[src/rtl/ps2_pkg.sv]
`default_nettype none
// ============================================================================
//  Module      : ps2_pkg
//  Description : Shared types and constants for the PS/2 host receiver:
//                receiver FSM state encoding, prefix byte values and the
//                number of data bits per frame.
//  Revision    : 1.0 - initial release
// ============================================================================
package ps2_pkg;

  typedef enum logic [1:0] {
    IDLE   = 2'd0,
    DATA   = 2'd1,
    PARITY = 2'd2,
    STOP   = 2'd3
  } ps2_rx_state_t;

  localparam logic [7:0] PS2_PREFIX_EXT = 8'hE0;
  localparam logic [7:0] PS2_PREFIX_BRK = 8'hF0;
  localparam int         PS2_DATA_BITS  = 8;

endpackage
`default_nettype wire

[src/rtl/ps2_sync_edge.sv]
`default_nettype none
// ============================================================================
//  Module      : ps2_sync_edge
//  Description : Two-flop synchronisers for the PS/2 clock and data pins plus
//                a falling-edge detector on the synchronised clock.
//  Revision    : 1.0 - initial release
//
//  Ports
//    clk_i      in  system clock
//    reset_i    in  synchronous active-high reset
//    ps2_clk_i  in  raw PS/2 clock pin (asynchronous)
//    ps2_dat_i  in  raw PS/2 data pin (asynchronous)
//    clk_s_o    out synchronised PS/2 clock
//    dat_s_o    out synchronised PS/2 data
//    fall_o     out one-cycle pulse on a falling edge of the synchronised clock
// ============================================================================
module ps2_sync_edge (
  input  logic clk_i,
  input  logic reset_i,
  input  logic ps2_clk_i,
  input  logic ps2_dat_i,
  output logic clk_s_o,
  output logic dat_s_o,
  output logic fall_o
);

  logic clk_meta_q, clk_sync_q, clk_prev_q;
  logic dat_meta_q, dat_sync_q;

  // All flops reset to the idle-high line level so leaving reset can never
  // manufacture a falling edge.
  always_ff @(posedge clk_i) begin
    if (reset_i) begin
      clk_meta_q <= 1'b1;
      clk_sync_q <= 1'b1;
      clk_prev_q <= 1'b1;
      dat_meta_q <= 1'b1;
      dat_sync_q <= 1'b1;
    end else begin
      clk_meta_q <= ps2_clk_i;
      clk_sync_q <= clk_meta_q;
      clk_prev_q <= clk_sync_q;
      dat_meta_q <= ps2_dat_i;
      dat_sync_q <= dat_meta_q;
    end
  end

  assign clk_s_o = clk_sync_q;
  assign dat_s_o = dat_sync_q;
  assign fall_o  = clk_prev_q & ~clk_sync_q;

endmodule
`default_nettype wire

[src/rtl/ps2_host_rx.sv]
`default_nettype none
// ============================================================================
//  Module      : ps2_host_rx
//  Description : Host-side PS/2 receiver. Deserialises 11-bit frames sampled
//                on falling PS/2 clock edges, checks odd parity and the stop
//                bit, strips E0/F0 prefixes and emits one qualified scan code
//                per key event.
//  Revision    : 1.0 - initial release
//
//  Configuration macro: PS2_HOST_RX_TIMEOUT_EN enables a mid-frame watchdog
//  of TIMEOUT_CYCLES system clocks that abandons a stalled frame with a
//  frame_err pulse. Without it a partial frame waits for further edges.
//
//  Ports
//    CLOCK_50     in  system clock
//    reset        in  synchronous active-high reset
//    ps2_clk      in  PS/2 clock from device (asynchronous, idles high)
//    ps2_dat      in  PS/2 data from device (asynchronous, idles high)
//    scan_code    out last completed scan code, prefixes removed
//    scan_valid   out one-cycle pulse when scan_code/flags update
//    is_break     out code was preceded by F0
//    is_extended  out code was preceded by E0
//    parity_err   out one-cycle pulse, frame failed odd parity
//    frame_err    out one-cycle pulse, bad stop bit or timeout
//    busy         out high while a frame is in progress
// ============================================================================
module ps2_host_rx
  import ps2_pkg::*;
#(
  parameter int TIMEOUT_CYCLES = 100000
) (
  input  logic       CLOCK_50,
  input  logic       reset,
  input  logic       ps2_clk,
  input  logic       ps2_dat,
  output logic [7:0] scan_code,
  output logic       scan_valid,
  output logic       is_break,
  output logic       is_extended,
  output logic       parity_err,
  output logic       frame_err,
  output logic       busy
);

  logic          clk_s, dat_s, fall;
  ps2_rx_state_t state_q;
  logic [7:0]    shift_q;
  logic [2:0]    bit_cnt_q;
  logic          parity_q;
  logic          ext_pend_q, brk_pend_q;
  logic          timeout_d;
  logic          parity_ok_d;

  ps2_sync_edge u_sync (
    .clk_i     (CLOCK_50),
    .reset_i   (reset),
    .ps2_clk_i (ps2_clk),
    .ps2_dat_i (ps2_dat),
    .clk_s_o   (clk_s),
    .dat_s_o   (dat_s),
    .fall_o    (fall)
  );

  // Odd parity: data plus parity bit must hold an odd number of ones.
  assign parity_ok_d = ^{shift_q, parity_q};

`ifdef PS2_HOST_RX_TIMEOUT_EN
  localparam logic [16:0] WDOG_LAST = 17'(TIMEOUT_CYCLES - 1);
  logic [16:0] wdog_q;

  always_ff @(posedge CLOCK_50) begin
    if (reset) begin
      wdog_q <= '0;
    end else if (fall || state_q == IDLE) begin
      wdog_q <= '0;
    end else begin
      wdog_q <= wdog_q + 17'd1;
    end
  end

  // A fall arriving on the expiry cycle keeps the frame alive.
  assign timeout_d = (state_q != IDLE) && !fall && (wdog_q == WDOG_LAST);
`else
  assign timeout_d = 1'b0;
`endif

  always_ff @(posedge CLOCK_50) begin
    if (reset) begin
      state_q     <= IDLE;
      shift_q     <= '0;
      bit_cnt_q   <= '0;
      parity_q    <= 1'b0;
      ext_pend_q  <= 1'b0;
      brk_pend_q  <= 1'b0;
      scan_code   <= '0;
      scan_valid  <= 1'b0;
      is_break    <= 1'b0;
      is_extended <= 1'b0;
      parity_err  <= 1'b0;
      frame_err   <= 1'b0;
      busy        <= 1'b0;
    end else begin
      scan_valid <= 1'b0;
      parity_err <= 1'b0;
      frame_err  <= 1'b0;

      if (timeout_d) begin
        state_q    <= IDLE;
        busy       <= 1'b0;
        frame_err  <= 1'b1;
        ext_pend_q <= 1'b0;
        brk_pend_q <= 1'b0;
      end else if (fall) begin
        case (state_q)
          IDLE: begin
            // A high level on a falling edge is not a start bit.
            if (!dat_s) begin
              shift_q   <= '0;
              bit_cnt_q <= '0;
              state_q   <= DATA;
              busy      <= 1'b1;
            end
          end
          DATA: begin
            // LSB arrives first, so shift right from the top.
            shift_q   <= {dat_s, shift_q[7:1]};
            bit_cnt_q <= bit_cnt_q + 3'd1;
            if (bit_cnt_q == 3'(PS2_DATA_BITS - 1)) begin
              state_q <= PARITY;
            end
          end
          PARITY: begin
            parity_q <= dat_s;
            state_q  <= STOP;
          end
          STOP: begin
            state_q <= IDLE;
            busy    <= 1'b0;
            if (!dat_s) begin
              frame_err  <= 1'b1;
              ext_pend_q <= 1'b0;
              brk_pend_q <= 1'b0;
            end else if (!parity_ok_d) begin
              parity_err <= 1'b1;
              ext_pend_q <= 1'b0;
              brk_pend_q <= 1'b0;
            end else if (shift_q == PS2_PREFIX_EXT) begin
              ext_pend_q <= 1'b1;
            end else if (shift_q == PS2_PREFIX_BRK) begin
              brk_pend_q <= 1'b1;
            end else begin
              scan_code   <= shift_q;
              is_break    <= brk_pend_q;
              is_extended <= ext_pend_q;
              scan_valid  <= 1'b1;
              ext_pend_q  <= 1'b0;
              brk_pend_q  <= 1'b0;
            end
          end
          default: state_q <= IDLE;
        endcase
      end
    end
  end

endmodule
`default_nettype wire
[config.mk]
export PLATFORM = sky130hd
export DESIGN_NAME = ps2_host_rx
export DESIGN_NICKNAME = d
export VERILOG_FILES = /design/src/rtl/ps2_pkg.sv /design/src/rtl/ps2_sync_edge.sv /design/src/rtl/ps2_host_rx.sv
export SDC_FILE = /design/constraint.sdc
export NUM_CORES = 1
export LEC_CHECK = 0
export CORE_MARGIN = 2
export CORE_UTILIZATION = 40
export CTS_CLUSTER_SIZE = 8
export DETAILED_ROUTE_END_ITERATION = 8
export HOLD_SLACK_MARGIN = 0.03
export REMOVE_ABC_BUFFERS = 1
export SETUP_SLACK_MARGIN = 0.3
export SYNTH_ARGS = -nofsm -noshare
export SYNTH_HDL_FRONTEND = slang
export SYNTH_HIERARCHICAL = 1
export SYNTH_SLANG_ARGS = --single-unit
[constraint.sdc]
create_clock -name CLOCK_50 -period 2.9 [get_ports CLOCK_50]
set_input_delay 0.58 -clock CLOCK_50 [delete_from_list [all_inputs] [get_ports CLOCK_50]]
set_output_delay 0.58 -clock CLOCK_50 [all_outputs]
set_load 0.01 [all_outputs]
==> results of run 1 <==
-- kinds of logic (layout without fill, tap and decap cells) --
logic type	count (synthesis)	count (layout)	share of synthesized area (%)
fa+ha+maj	7	7	5.613
buf+inv	11	32	3.128
compound gates	23	23	10.10
flops	35	35	44.91
mux	14	14	9.061
xor+xnor	6	6	5.213
simple gates	60	60	21.97
-- metrics by stage --
step | setup slack [ns] | utilization [%]
2_1_floorplan | 0.7200 | -
6_report | 0.7881 | 50.67
5_1_grt | 0.5090 | 50.67
3_5_place_dp | 0.7888 | 47.98
3_3_place_gp | 0.9697 | 47.98
4_1_cts | 0.7834 | 50.67
-- placed cells by master, fill, tap and decap left out, types with 2 or more instances in the layout --
master | synthesis | layout
and3_1 | 2 | 2
o21ai_0 | 2 | 2
o211ai_1 | 2 | 2
a21oi_1 | 4 | 4
mux2i_1 | 13 | 13
nand2_1 | 3 | 3
nor2_1 | 16 | 16
inv_1 | 3 | 3
nand2b_1 | 17 | 17
a211oi_1 | 2 | 2
nor3_1 | 2 | 2
or2b_1 | 4 | 4
nor2b_1 | 2 | 2
clkdlybuf4s50_1 | 0 | 17
a22oi_1 | 10 | 10
buf_4 | 0 | 4
xnor2_1 | 3 | 3
ha_1 | 7 | 7
nand3_1 | 2 | 2
or2_1 | 5 | 5
dfxtp_1 | 35 | 35
clkbuf_8 | 0 | 7
-- power groups by stage --
stage	Sequential [uW]	Combinational, uW	Clock (uW)
floorplan	496	9.55	0
global placement	497	23.7	0
detailed placement	497	24.3	0
CTS	486	24.3	392
global route	486	26.7	420
finish	486	24.2	382
-- sequential cells by signal, indices dropped and copies added, names as in the netlist, 2 cells and up --
| signal | cells |
|---|---|
| shift_q | 8 |
| scan_code | 8 |
| bit_cnt_q | 3 |
| state_q | 2 |
-- path summary, 6_finish.rpt --
kind / start / endpoint / slack [ns] / cells after the start
worst max-delay path: state_q[0] / bit_cnt_q[2] / 0.79 / 6
worst min register to register: u_sync/dat_meta_q / u_sync/dat_s_o / 0.40 / 1
worst min-delay path: u_sync/dat_meta_q / u_sync/dat_s_o / 0.40 / 1
worst max register to register: state_q[0] / bit_cnt_q[2] / 0.79 / 6
-- worst max-delay path, delay by kind of cell, from the launching register on --
family,cells,cell delay (ns)
compound gates,3,1.22
flops,1,0.37
fa+ha+maj,1,0.24
buf+inv,1,0.10
simple gates,1,0.07
-- area by class of cell --
| class | count | area [um^2] |
|---|---|---|
| repair buffers | 21 | 200.2 |
| clock buffers | 8 | 100.1 |
| multi-input cells | 110 | 810.8 |
| flip-flops and latches | 35 | 700.7 |
| inverters | 3 | 11.26 |
| well taps | 48 | 60.06 |
| fillers | 370 | 1833 |
-- per-layer routing --
layer,GRT usage (%),vias to the layer above
met5,0,-
met4,8.418,0
met3,4.561,9
met2,25.50,25
met1,17.42,531
li1,-,572
==> flow_summary.yaml, run 1 <==
status:
  outcome: "finished, final reports clean"
sta:
  drv_slew: 0
  max_freq_mhz: 473.5
  timing.final.crit_period_ns: 2.112
  rsz0062_at_grt: "false"
  hold_violations: 0
  min_period_over_period_pct: 72.83
  worst_pin_slew_ns: 1.114
  fin_skew_ns: 0.003123
  fin_tns_setup_ns: 0
  slew_headroom_pct: 24.98
  setup_violations: 0
  hold_slack_ns: 0.4046
power_and_ir_drop:
  p_int_uw: 712.4
  leakagePower_uw: 0.0006689
  pwr-share-clk_pct: 42.8
  seqPwrFrac_pct: 54.5
  comb_power_share_pct: 2.7
  p_per_area_nw_per_um2: 473.9
  ir_drop_v: 0.0002613
  power.total_uw: 892.3
  p_sw_share_pct: 20.17
  p_sw_uw: 180.0
route:
  vias_per_cell: 5.053
  drc: 0
  drt_wl_total_um: 2874
  wl_met1_um: 1284
  dr_total_vias: 1137
  wire_per_inst_um: 12.77
  dr.max_layer_used: "met4"
  route.met2.wl_um: 1417
  wl_met3_um: 106
  ant_nets: 0
  drt_first_iter_violations: 51
  drt-pass1-iter-count: 4
yosys:
  synth_cell_types: 35
  async_reset_ff_share_pct: 0
  netlist_area_um2: 1560
  synthTopCellsByArea: "dfxtp_1 (45%), mux2i_1 (8.3%), nand2b_1 (6.8%)"
  synthFlopType: "dfxtp_1"
  ys_warn_count: 6
  yosys-top-cells-count: "dfxtp_1 (35), nand2b_1 (17), nor2_1 (16)"
  synth_top_area_cell: "dfxtp_1"
  avgSynthCellArea_um2: 10.00
  ys_seq_area_share_pct: 44.91
  yosysMostFrequentCell: "dfxtp_1"
  synth_top_area_share_pct: 44.91
  synth_edf_count: 0
  synthCells: 156
  ys_ff_latch: 35
setup_path:
  worst-setup-path-type: "reg -> reg"
  endpoint_kind: "flop"
  arrival_ns: 2.28
  cpPeakStageDelay_ns: 0.51
  slowest_stage: "o21ai_0"
  cp_cell_sequence: "inv_1, ha_1, a21boi_0, o21ai_0, a22oi_1, nor2_1"
  required_ns: 3.07
  crit_fanout: 11
  crit_path_start_kind: "flop"
placement:
  gp_congestion: 0.7323
  portBuffers: 17
  dp_hpwl_um: 2017
  dp.cells: 217
  place_area_um2: 1783
cts:
  cts_resized: 0
  cts_tree: "yes"
  cts_root_buf: "clkbuf_8"
  cts_hold_buf: 0
  cts.htree.levels: 2
  worstSkewPairLatency_ns: 0.29
  clk_pin_slew_ns: 0.07
  clockBufferDepth: 2
  post_cts_buffers: 0
  cts_buffers: 5
  clock-sinks: 35
die:
  fp.dieW_um: 66.46
  die_area_um2: 4416
  core_um2: 3716
  rows: 22
  io_pins: 18
  start_util_pct: 41.99
  die_h_um: 66.46
final_layout:
  drive_gt1_share_pct: 7.910
  fin_cells: 225
  n_antenna_cell: 0
  area_growth_pct: 20.69
  stdcell_area_um2: 1883
  fin_nets: 187
grt:
  grt_max_degree: 44
  grt_pass1_vias: 1138
  antenna_found_initial: 0
  grt_pass1_wl_um: 5030
  track_usage_pct: 15.31
  grt_overflow: 0
worst_hold_path:
  hold_path_class: "reg -> reg"
job:
  cap_violations: 0
Note: power is estimated with default switching activity, not from simulation.
==> run 2: changes to the inputs <==
clock period = 1.9 ns   (was 2.9 ns; I/O delays follow)
==> run 2 against run 1 <==
  * Setup slack worse by 0.55 ns
  * Non-clock buffer count up 10
  * Die area unchanged
  * Sequential power up 51%
  * Power up 52%
  * First-iteration DRC count down 39%
  * Routed wire length up 4.2%
  * Flip-flop and latch count unchanged
  * Combinational power up 65%
  * Fmax up 27%
==> flow_summary.yaml, run 2 (synthesized netlist as in run 1, its figures left out) <==
status:
  outcome: "finished, final reports clean"
placement:
  portBuffers: 17
  gp_congestion: 0.7232
  place_area_um2: 1798
  dp_hpwl_um: 1932
  dp.cells: 219
  dp_slack_ns: 0.1109
route:
  wire_per_inst_um: 12.74
  drt_first_iter_violations: 31
  drt_wl_total_um: 2994
  vias_per_cell: 4.949
  drt-pass1-iter-count: 4
  ant_nets: 0
  drc: 0
  dr_total_vias: 1163
grt:
  grt_pass1_wl_um: 4933
  grt_pass1_vias: 1130
  grt_max_degree: 44
  track_usage_pct: 14.91
  antenna_found_initial: 0
  grt_overflow: 0
cts:
  worstSkewPairLatency_ns: 0.28
  cts_buffers: 5
  cts.htree.levels: 2
  clock-sinks: 35
  cts_tree: "yes"
  clk_pin_slew_ns: 0.07
  cts_root_buf: "clkbuf_8"
  cts_hold_buf: 0
  clockBufferDepth: 2
power_and_ir_drop:
  p_per_area_nw_per_um2: 649.1
  leakagePower_uw: 0.0007461
  ir_drop_v: 0.0004631
final_layout:
  regArea_um2: 724.4
  fin_cells: 235
  mostFrequentLayoutCell: "dfxtp_1"
  stdcell_area_um2: 2086
  reg_top3: "scan_code x8, shift_q x8, bit_cnt_q x3"
  area_growth_pct: 33.68
  multi_input_area_um2: 904.6
  n_antenna_cell: 0
  fin_nets: 197
  final_cell_mix: "dfxtp_1 (26), nand2b_1 (17), nor2_1 (16), clkdlybuf4s50_1 (16)"
  fillerInstances: 335
  drive_gt1_share_pct: 27.27
setup_path:
  worst-setup-path-type: "reg -> reg"
  arrival_ns: 1.88
  crit_fanout: 4
  required_ns: 2.11
  endpoint_kind: "flop"
  crit_path_start_kind: "flop"
sta:
  max_freq_mhz: 600.4
  rsz0062_at_grt: "true"
  hold_slack_ns: 0.4147
  min_period_over_period_pct: 87.66
  timing.final.crit_period_ns: 1.666
  hold_violations: 0
  slew_headroom_pct: 74.55
  drv_slew: 0
  setup_violations: 0
  worst_slack_ns: 0.2344
  worst_pin_slew_ns: 0.3809
  fin_tns_setup_ns: 0
  fin_skew_ns: 0.004299
die:
  core_um2: 3716
  die_area_um2: 4416
  die_h_um: 66.46
  start_util_pct: 41.99
  io_pins: 18
  fp.dieW_um: 66.46
  rows: 22
worst_hold_path:
  hold_path_class: "reg -> reg"
job:
  cap_violations: 0
==> run 2: changes by cell type in the layout (fill, tap and decap cells not counted), sizes merged <==
cell,delta
buf,+10
clkdlybuf4s50,-1
dlymetal6s2s,+1
==> run 2: area by class of cell <==
class / count / area share [%]
clock buffer: 8 / 4.799
inverter: 3 / 0.5399
multi-input combinational: 110 / 43.37
sequential: 35 / 34.73
tap: 48 / 2.879
timing repair buffer: 31 / 13.68
==> run 2: worst max-delay path: stages, from the launching register on <==
cell	delay [ns]
dfxtp_4	0.36
xnor3_2	0.41
a211o_1	0.28
mux2i_4	0.20
buf_6	0.16
mux2i_1	0.18
==> run 2: path summary, 6_finish.rpt <==
kind	startpoint	to	slack, ns	cells past startpoint
min	u_sync/clk_meta_q	u_sync/clk_s_o	0.41	1
max	shift_q[5]	scan_code[1]	0.23	5
min reg2reg	u_sync/clk_meta_q	u_sync/clk_s_o	0.41	1
max reg2reg	shift_q[5]	scan_code[1]	0.23	5
==> run 2: through the flow <==
step | total power (uW) | utilization [%]
after global routing | 1402 | 56.13
after CTS | 1372 | 53.74
after floorplan | 772.2 | -
after detailed placement | 796.6 | 48.38
final | 1354 | 56.13
after global placement | 795.3 | 48.38
==> run 2: layer usage <==
layer	global-route usage [%]	wire, um
met2	26.13	1439
met3	5.912	119
met1	16.16	1395
met5	0	0
met4	5.357	40
==> run 2: what timing repair did <==
action,in CTS,in global routing
endpoints found under the setup margin,23,26
cloned,0,1
pin swaps,2,0
resized for setup,23,18
setup buffers,5,2
==> run 2: power breakdown <==
group | switching, uW | leakage [uW] | internal, uW
clock | 248 | 0.0000515 | 330
sequential | 3.34 | 0.000289 | 732
combinational | 20.1 | 0.000406 | 19.8
